[config.mk]
export PLATFORM = sky130hd
export DESIGN_NAME = alu_arbiter
export DESIGN_NICKNAME = d
export VERILOG_FILES = /design/src/rtl/alu_arbiter.sv
export SDC_FILE = /design/constraint.sdc
export NUM_CORES = 1
export LEC_CHECK = 0
export CELL_PAD_IN_SITES_DETAIL_PLACEMENT = 1
export CELL_PAD_IN_SITES_GLOBAL_PLACEMENT = 2
export CORE_UTILIZATION = 20
export CTS_CLUSTER_SIZE = 8
export DETAILED_ROUTE_END_ITERATION = 16
export PLACE_DENSITY = 0.88
export SLEW_MARGIN = 0
export SYNTH_ARGS = -nofsm -noshare
export SYNTH_HDL_FRONTEND = slang
export SYNTH_SLANG_ARGS = --single-unit
export TNS_END_PERCENT = 20
[constraint.sdc]
create_clock -name clk -period 3.3 [get_ports clk]
set_input_delay 0.66 -clock clk [delete_from_list [all_inputs] [get_ports clk]]
set_output_delay 0.66 -clock clk [all_outputs]
set_load 0.01 [all_outputs]
[src/rtl/alu_arbiter.sv]
// Two-requester arbiter in front of a shared external ALU: IDLE -> EXEC -> RESP, one operation per 3 cycles.
// Define ALU_ARB_FIXED_PRIO_EN for fixed priority (requester 0 wins); default build is round-robin.
module alu_arbiter #(
    parameter int DATA_W = 32
) (
    input  logic              clk,
    input  logic              rst,
    input  logic              req0,
    input  logic              req1,
    input  logic [3:0]        op0,
    input  logic [3:0]        op1,
    input  logic [DATA_W-1:0] a0,
    input  logic [DATA_W-1:0] b0,
    input  logic [DATA_W-1:0] a1,
    input  logic [DATA_W-1:0] b1,
    output logic              gnt0,
    output logic              gnt1,
    output logic              done0,
    output logic              done1,
    output logic [DATA_W-1:0] res,
    output logic              zero,
    output logic              ovf,
    output logic              busy,
    output logic [3:0]        alu_opcode,
    output logic [DATA_W-1:0] alu_opnd1,
    output logic [DATA_W-1:0] alu_opnd2,
    input  logic [DATA_W-1:0] alu_out,
    input  logic              alu_zero,
    input  logic              alu_ovf
);

    typedef enum logic [1:0] {
        IDLE = 2'd0,
        EXEC = 2'd1,
        RESP = 2'd2
    } state_t;

    state_t state, state_nxt;
    logic   owner;
    logic   win;
    logic   take;

    assign take = req0 | req1;

`ifdef ALU_ARB_FIXED_PRIO_EN
    assign win = req1 & ~req0;
`else
    // last_owner resets to 1 so requester 0 wins the first contention
    logic last_owner;

    always_comb begin
        if (req0 && req1) begin
            win = ~last_owner;
        end else begin
            win = req1;
        end
    end

    always_ff @(posedge clk) begin
        if (rst) begin
            last_owner <= 1'b1;
        end else if (state == IDLE && take) begin
            last_owner <= win;
        end
    end
`endif

    always_ff @(posedge clk) begin
        if (rst) begin
            state <= IDLE;
        end else begin
            state <= state_nxt;
        end
    end

    always_comb begin
        state_nxt = state;
        gnt0      = 1'b0;
        gnt1      = 1'b0;
        done0     = 1'b0;
        done1     = 1'b0;
        busy      = 1'b0;
        case (state)
            IDLE: begin
                if (take) begin
                    state_nxt = EXEC;
                end
            end
            EXEC: begin
                busy      = 1'b1;
                gnt0      = ~owner;
                gnt1      = owner;
                state_nxt = RESP;
            end
            RESP: begin
                busy      = 1'b1;
                done0     = ~owner;
                done1     = owner;
                state_nxt = IDLE;
            end
            default: begin
                state_nxt = IDLE;
            end
        endcase
    end

    always_ff @(posedge clk) begin
        if (rst) begin
            owner      <= 1'b0;
            alu_opcode <= '0;
            alu_opnd1  <= '0;
            alu_opnd2  <= '0;
            res        <= '0;
            zero       <= 1'b0;
            ovf        <= 1'b0;
        end else begin
            if (state == IDLE && take) begin
                owner      <= win;
                alu_opcode <= win ? op1 : op0;
                alu_opnd1  <= win ? a1 : a0;
                alu_opnd2  <= win ? b1 : b0;
            end
            if (state == EXEC) begin
                res  <= alu_out;
                zero <= alu_zero;
                ovf  <= alu_ovf;
            end
        end
    end

endmodule

Word level (Yosys, flattened, before mapping)
Cells that the tools add are included.
Widths: inputs -> output; s select.
{ "classes": {"eq_ne": 3, "muxes": 11, "bitwise": 3, "reduce_logical": 4} }
{ "ops": {"columns": ["op", "count"], "rows": [
  ["$mux 32", 2],
  ["$mux 1", 6],
  ["$mux 4", 1],
  ["$pmux 2 s2", 1],
  ["$eq 2x1->1 const B", 1],
  ["$eq 2x2->1 const B", 1],
  ["$logic_and 1x1->1", 2],
  ["$logic_not 2->1", 1],
  ["$mux 2", 1],
  ["$ne 2x2->1 const B", 1],
  ["$not 1->1", 2],
  ["$reduce_or 2->1", 1],
  ["$or 1x1->1", 1]
]} }
{ "word_totals": {"reg_bits": 106, "inputBits": 174, "out_inout_bits": 107, "word_cells": 30} }

Depth between registers and ports, before layout
Gate-level depths: netlist of run 1.
{ "depth": {"word_depth": 3, "mapped_depth": 7, "mapped_depth_nobuf": 5} }

Worst setup path before layout of run 1
No wires, ideal clock.
{ "synth_timing": {"kind": "reg-to-output", "startpoint": "register state[1]", "endpoint": "output gnt0", "arrival_ps": 1245, "required_ps": 2640, "slack_ps": 1395, "path_stages_with_launch": 6, "n_path_buf": 2, "path_cell_list": "dfxtp_1 inv_1 ha_1 buf_2 buf_2 nor2b_1"} }
{ "synth_between": {"elab_chain_cells": 2} }
{ "synth_lines": {"columns": ["item", "line_no", "rtl"], "rows": [
  ["start, declared", "38", "state_t state, state_nxt;"],
  ["start signal, assigned", "72", "state <= state_nxt;"],
  ["$eq 2x1->1", "83", "case (state)"],
  ["$mux 1", "83", null],
  ["end, declared", "16", "output logic gnt0,"]
]} }
Every way passes these cells.

Final worst setup path of run 1
{ "layout_timing": {"startpoint": "register state[1]", "endpoint": "output gnt1"} }
{ "layout_between": {"elab_chain_cells": 2} }
{ "layout_lines": {"columns": ["item", "line_no", "rtl"], "rows": [
  ["$eq 2x1->1", "83", null],
  ["$mux 1", "83", null],
  ["end, declared", "17", "output logic gnt1,"]
]} }
Every way passes these cells.

==> metrics.cfg, run 1 <==
[final_layout]
fin_cells=1048
nNetsFinal=947
syn_to_final_growth_pct=76.7
postLayoutCellArea_um2=7720
n_antenna_cell=0
fill_cells=2490
drive_above_1_share_pct=3.62

[floorplan]
die_width_um=150
die-height_um=150
die-area_um2=22400
core_area_um2=21200
rows=53
initial_core_util_pct=20.6
io_pins=281

[placed_design]
dpl_cell_area_um2=7420
dp.final_hpwl_um=11500
gp_congestion=0.690
dp.cells=1032
numPortBuffers=280

[yosys]
netlist-cell-type-count=23
netlist_top_cells_count=dfxtp_1, nor2_1, a21oi_1
syn_area_per_cell_um2=8.45
synth_area_um2=4370
yosys_warnings=0
synth_top_area_share_pct=48.6
synth_edf_count=0
postSynthCellCount=517
async_flop_share_pct=0
syn-num-nets=696
synthFlopType=dfxtp_1
yosysTopAreaCell=dfxtp_1
synthTopCellsByArea=dfxtp_1, a211oi_1, nor2_1
yosysMostFrequentCell=dfxtp_1
ys_seq_area_share_pct=48.6
ys_ff_latch=106

[cts]
postCtsSetupRepairBufs=0
numClockSinks=106
cts-hold-fix-buffers=0
path_clk_slew_ns=0.07
cts_tree=built
clk_path_buf_depth=2
clock_latency_ns=0.35
cts_resized=0
h-tree-depth=3
cts_root_buf=clkbuf_16
cts-buffers-inserted=9

[sta]
worst-slew-pin-transition_ns=0.747
fin_tns_setup_ns=0
finalSetupViolCount=0
final_max_slew_viol_count=0
fin_skew_ns=0.00912
rsz0062_at_grt=false
fin_crit_sh_pct=82.2
slew_headroom_pct=50.1
timing.final.crit_period_ns=2.71
hold_viol=0
timing.fmax_ghz=0.369

[hold_path]
hold_start=res[15]$_SDFFE_PP0N_
hp-class=register to register

[routing]
dr.pass1.iters=4
drtIter0Drc=77
totalWireLength_um=16700
drc=0
vias=4690
post_drt_wl_per_cell_um=16.0
vias_per_cell=4.48
postRouteAntennaNets=0

[grt]
overflow=0
met2_usage_pct=25.3
track_usage_pct=14.5
grt-busiest-layer=met2
grt_pass1_vias=4775
grt_pass1_wl_um=25200
grtUsageMet1_pct=16.4
use_met3_pct=5.37
grt_max_degree=70
antenna_found_initial=0

[setup_path]
critPathMaxFanout=17
r2r_start=state[1]$_SDFFE_PP0P_
rrSetupSlack_ns=1.38
crit_end=gnt1
slowest_stage=clkdlybuf4s50_1
r2r_cells=5
startpoint=state[1]$_SDFFE_PP0P_
r2r-end=state[0]$_SDFFE_PP0P_
cp.depth=4
start_kind=register
critical_path.top_delay_family=buffers and inverters
setup.worst_path.class=register to output pin
critPathBufInv=2
arrival_ns=2.05
crit_chain=inv_1, ha_2, and2_1, clkdlybuf4s50_1
required_ns=2.64
end_kind=output pin
slowest_delay_ns=0.53

[run_status]
outcome=completed

[run]
drv_cap=0

[power]
vdd_drop_max_uv=183
leakage_uw=0.00293
p_per_area_nw_per_um2=510

-- registers in the layout (all words and copies together) (netlist names) --
register	cells
state	2
alu_opnd1	32
zero	1
res	32
ovf	1
owner	1
alu_opnd2	32
alu_opcode	4
last_owner	1
-- worst min-delay path, delay by kind of cell (launching register included) --
kind | cells | cell delay [ns]
multiplexers | 1 | 0.06
flip-flops | 1 | 0.33
AND/OR/NAND/NOR | 1 | 0.07
-- per-stage QoR --
stage	setup slack [ns]	util, %	hold slack (ns)	power, uW
finish	0.586	36.4	0.494	3940
detailed placement	0.916	35.0	0.486	2850
CTS	0.528	36.4	0.503	4010
floorplan	1.39	-	0.490	2140
global placement	0.957	35.0	0.473	2820
global route	0.428	36.4	0.522	4170
-- cells by family after synthesis --
family / after synthesis / share of synthesized area, %
simple gates: 179 / 15.8
buf+inv: 48 / 5.24
flops: 106 / 48.6
fa+ha+maj: 5 / 1.43
compound gates: 143 / 20.8
mux: 36 / 8.25
-- placed cells by master (no fill, tap or decap) --
cell               n
nor2_1           105
clkbuf_16          9
a22oi_1            1
clkbuf_1           1
or2_2              1
clkdlybuf4s50_1  279
buf_12             5
mux2i_1           36
ha_1               4
clkinvlp_4         3
bufinv_16          1
dfxtp_1          106
nand2_1           68
nor3b_1            1
inv_1              2
o21a_2             1
a31oi_1            1
inv_8              1
buf_4              2
ha_2               1
a21boi_4           1
o21ai_4            1
a21bo_2            1
a211oi_1          68
and2_1             2
inv_6              1
nor2b_1            2
a21oi_1           69
-- where the power goes --
| part | leakage [uW] | switching [uW] | internal, uW |
|---|---|---|---|
| registers | 0.000876 | 88.2 | 1450 |
| logic | 0.00192 | 574 | 685 |
| clock network | 0.000137 | 541 | 599 |
-- layout make-up --
cell class,count,area [um^2],area share [%]
Inverter,2,7.51,0.0972
Timing Repair Buffer,286,2910,37.7
Sequential cell,106,2120,27.5
Clock buffer,10,229,2.97
Multi-Input combinational cell,363,2040,26.4
Clock inverter,6,72.6,0.940
Tap cell,275,344,4.46
-- worst min-delay path by stage --
stage | to | cells past startpoint
4_1_cts | res[7]$_SDFFE_PP0N_ | 2
3_5_place_dp | res[26]$_SDFFE_PP0N_ | 2
6_report | res[15]$_SDFFE_PP0N_ | 2
3_3_place_gp | zero$_SDFFE_PP0N_ | 2
2_1_floorplan | state[1]$_SDFFE_PP0P_ | 2
5_1_grt | alu_opnd2[1]$_SDFFE_PP0P_ | 2
-- metal layers --
metal,vias up,wire (um)
li1,2270,-
met1,2214,7070
met2,194,7790
met3,12,1680
met4,0,190
met5,-,0
Note: power is estimated with default switching activity, not from simulation.
==> inputs of run 2 (changes only) <==
--- a/config.mk
+++ b/config.mk
@@ -7,10 +7,10 @@
 export LEC_CHECK = 0
 export CELL_PAD_IN_SITES_DETAIL_PLACEMENT = 1
 export CELL_PAD_IN_SITES_GLOBAL_PLACEMENT = 2
-export CORE_UTILIZATION = 20
+export CORE_UTILIZATION = 19
 export CTS_CLUSTER_SIZE = 8
 export DETAILED_ROUTE_END_ITERATION = 16
-export PLACE_DENSITY = 0.88
+export PLACE_DENSITY = 0.84
 export SLEW_MARGIN = 0
 export SYNTH_ARGS = -nofsm -noshare
 export SYNTH_HDL_FRONTEND = slang
==> constraint.sdc (replaced) <==
create_clock -name clk -period 2.7 [get_ports clk]
set_input_delay 0.54 -clock clk [delete_from_list [all_inputs] [get_ports clk]]
set_output_delay 0.54 -clock clk [all_outputs]
set_load 0.01 [all_outputs]
==> metrics.cfg, run 2 (synthesized netlist as in run 1, its figures left out) <==
[power]
p_comb_share_pct=31.4
clockPowerShare_pct=30.5
p_int_uw=3470
vdd_drop_max_uv=220
p_seq_share_pct=38.1
leakage_uw=0.00298
p_per_area_nw_per_um2=635
switchingPower_uw=1480
swShare_pct=30.0

[sta]
fin_crit_sh_pct=83.8
rsz0062_at_grt=false
slew_headroom_pct=60.2
timing.final.crit_period_ns=2.26
final_max_slew_viol_count=0
setup_ws_ns=0.438
fin_tns_setup_ns=0
finalSetupViolCount=0
fin_skew_ns=0.00786
fin_hold_ws_ns=0.494
timing.fmax_ghz=0.442
worst-slew-pin-transition_ns=0.597
hold_viol=0

[routing]
drc=0
post_drt_wl_per_cell_um=16.3
totalWireLength_um=17400
dr.pass1.iters=4
postRouteAntennaNets=0
vias_per_cell=4.38
drtIter0Drc=132
vias=4654

[grt]
overflow=0
grt_pass1_wl_um=26600
grt_pass1_vias=4613
grt_max_degree=53
antenna_found_initial=1
track_usage_pct=14.5

[run_status]
outcome=completed

[cts]
cts-buffers-inserted=9
clk_path_buf_depth=2
cts-hold-fix-buffers=0
h-tree-depth=3
cts_root_buf=clkbuf_16
cts_tree=built
cts_resized=0
clock_latency_ns=0.35
postCtsSetupRepairBufs=0
path_clk_slew_ns=0.07
numClockSinks=106

[final_layout]
layout_common_cells=clkdlybuf4s50_1, dfxtp_1, nor2_1
final_common_cell=clkdlybuf4s50_1
n_antenna_cell=0
nNetsFinal=952
largest_registers=alu_opnd1 (32), alu_opnd2 (32), res (32)
fin_util_pct=34.6
drive_above_1_share_pct=4.37
syn_to_final_growth_pct=78.6
fill_cells=2608

[setup_path]
slowest_delay_ns=0.57
arrival_ns=1.72
slowest_stage=clkdlybuf4s50_1
crit_chain=inv_1, ha_1, clkdlybuf4s50_1
critPathBufInv=2
critical_path.top_delay_family=buffers and inverters
critPathMaxFanout=4
required_ns=2.16
end_kind=output pin
start_kind=register
setup.worst_path.class=register to output pin

[hold_path]
hp-class=register to register

[placed_design]
post-place-ws_ns=0.466
gp_congestion=0.711
numPortBuffers=280
dp.final_hpwl_um=12200

[floorplan]
initial_core_util_pct=19.4
die_width_um=154
core_area_um2=22600
die-height_um=154
die-area_um2=23600
io_pins=281
rows=55

[run]
drv_cap=0

run 2: stage by stage:
step                total power, uW  std cells  area [um^2]
floorplan                      2620        517         4370
global route                   5250       1063         7800
CTS                            5070       1063         7800
detailed placement             3500       1047         7470
global placement               3480       1047         7470
finish                         4950       1063         7800
run 2: tightest hold or removal path, delay by kind of cell (launching register included):
family	cells	cell delay, ns
AND/OR/NAND/NOR	1	0.07
flip-flops	1	0.33
multiplexers	1	0.06
run 2: power by group through the flow:
stage | clock, uW | combinational (uW) | sequential (uW)
floorplan | 0 | 614 | 2000
global placement | 0 | 1560 | 1910
detailed placement | 0 | 1580 | 1920
CTS | 1590 | 1590 | 1890
global route | 1640 | 1690 | 1910
finish | 1510 | 1560 | 1890
run 2: cell type report:
cell class                 instances  area [um^2]  area share, %
multi-input combinational        363         2040           26.1
timing repair buffer             291         2950           37.7
clock buffer                      10          239           3.06
inverter                           2         7.51         0.0962
clock inverter                     6         96.3           1.23
tap                              285          357           4.57
sequential                       106         2120           27.2
run 2: worst paths after layout:
kind | startpoint | endpoint | slack, ns | depth (start not counted)
max | state[0]$_SDFFE_PP0P_ | busy | 0.44 | 3
min | res[18]$_SDFFE_PP0N_ | res[18]$_SDFFE_PP0N_ | 0.49 | 2
max reg2reg | state[0]$_SDFFE_PP0P_ | alu_opnd2[17]$_SDFFE_PP0P_ | 0.94 | 6
min reg2reg | res[18]$_SDFFE_PP0N_ | res[18]$_SDFFE_PP0N_ | 0.49 | 2
run 2: routing by layer:
metal	vias up	track usage [%]	share of wire [%]
li1	2281	-	-
met1	2181	17.8	45
met2	181	24.0	46
met3	11	5.30	8.5
met4	0	3.14	0.67
met5	-	0	0
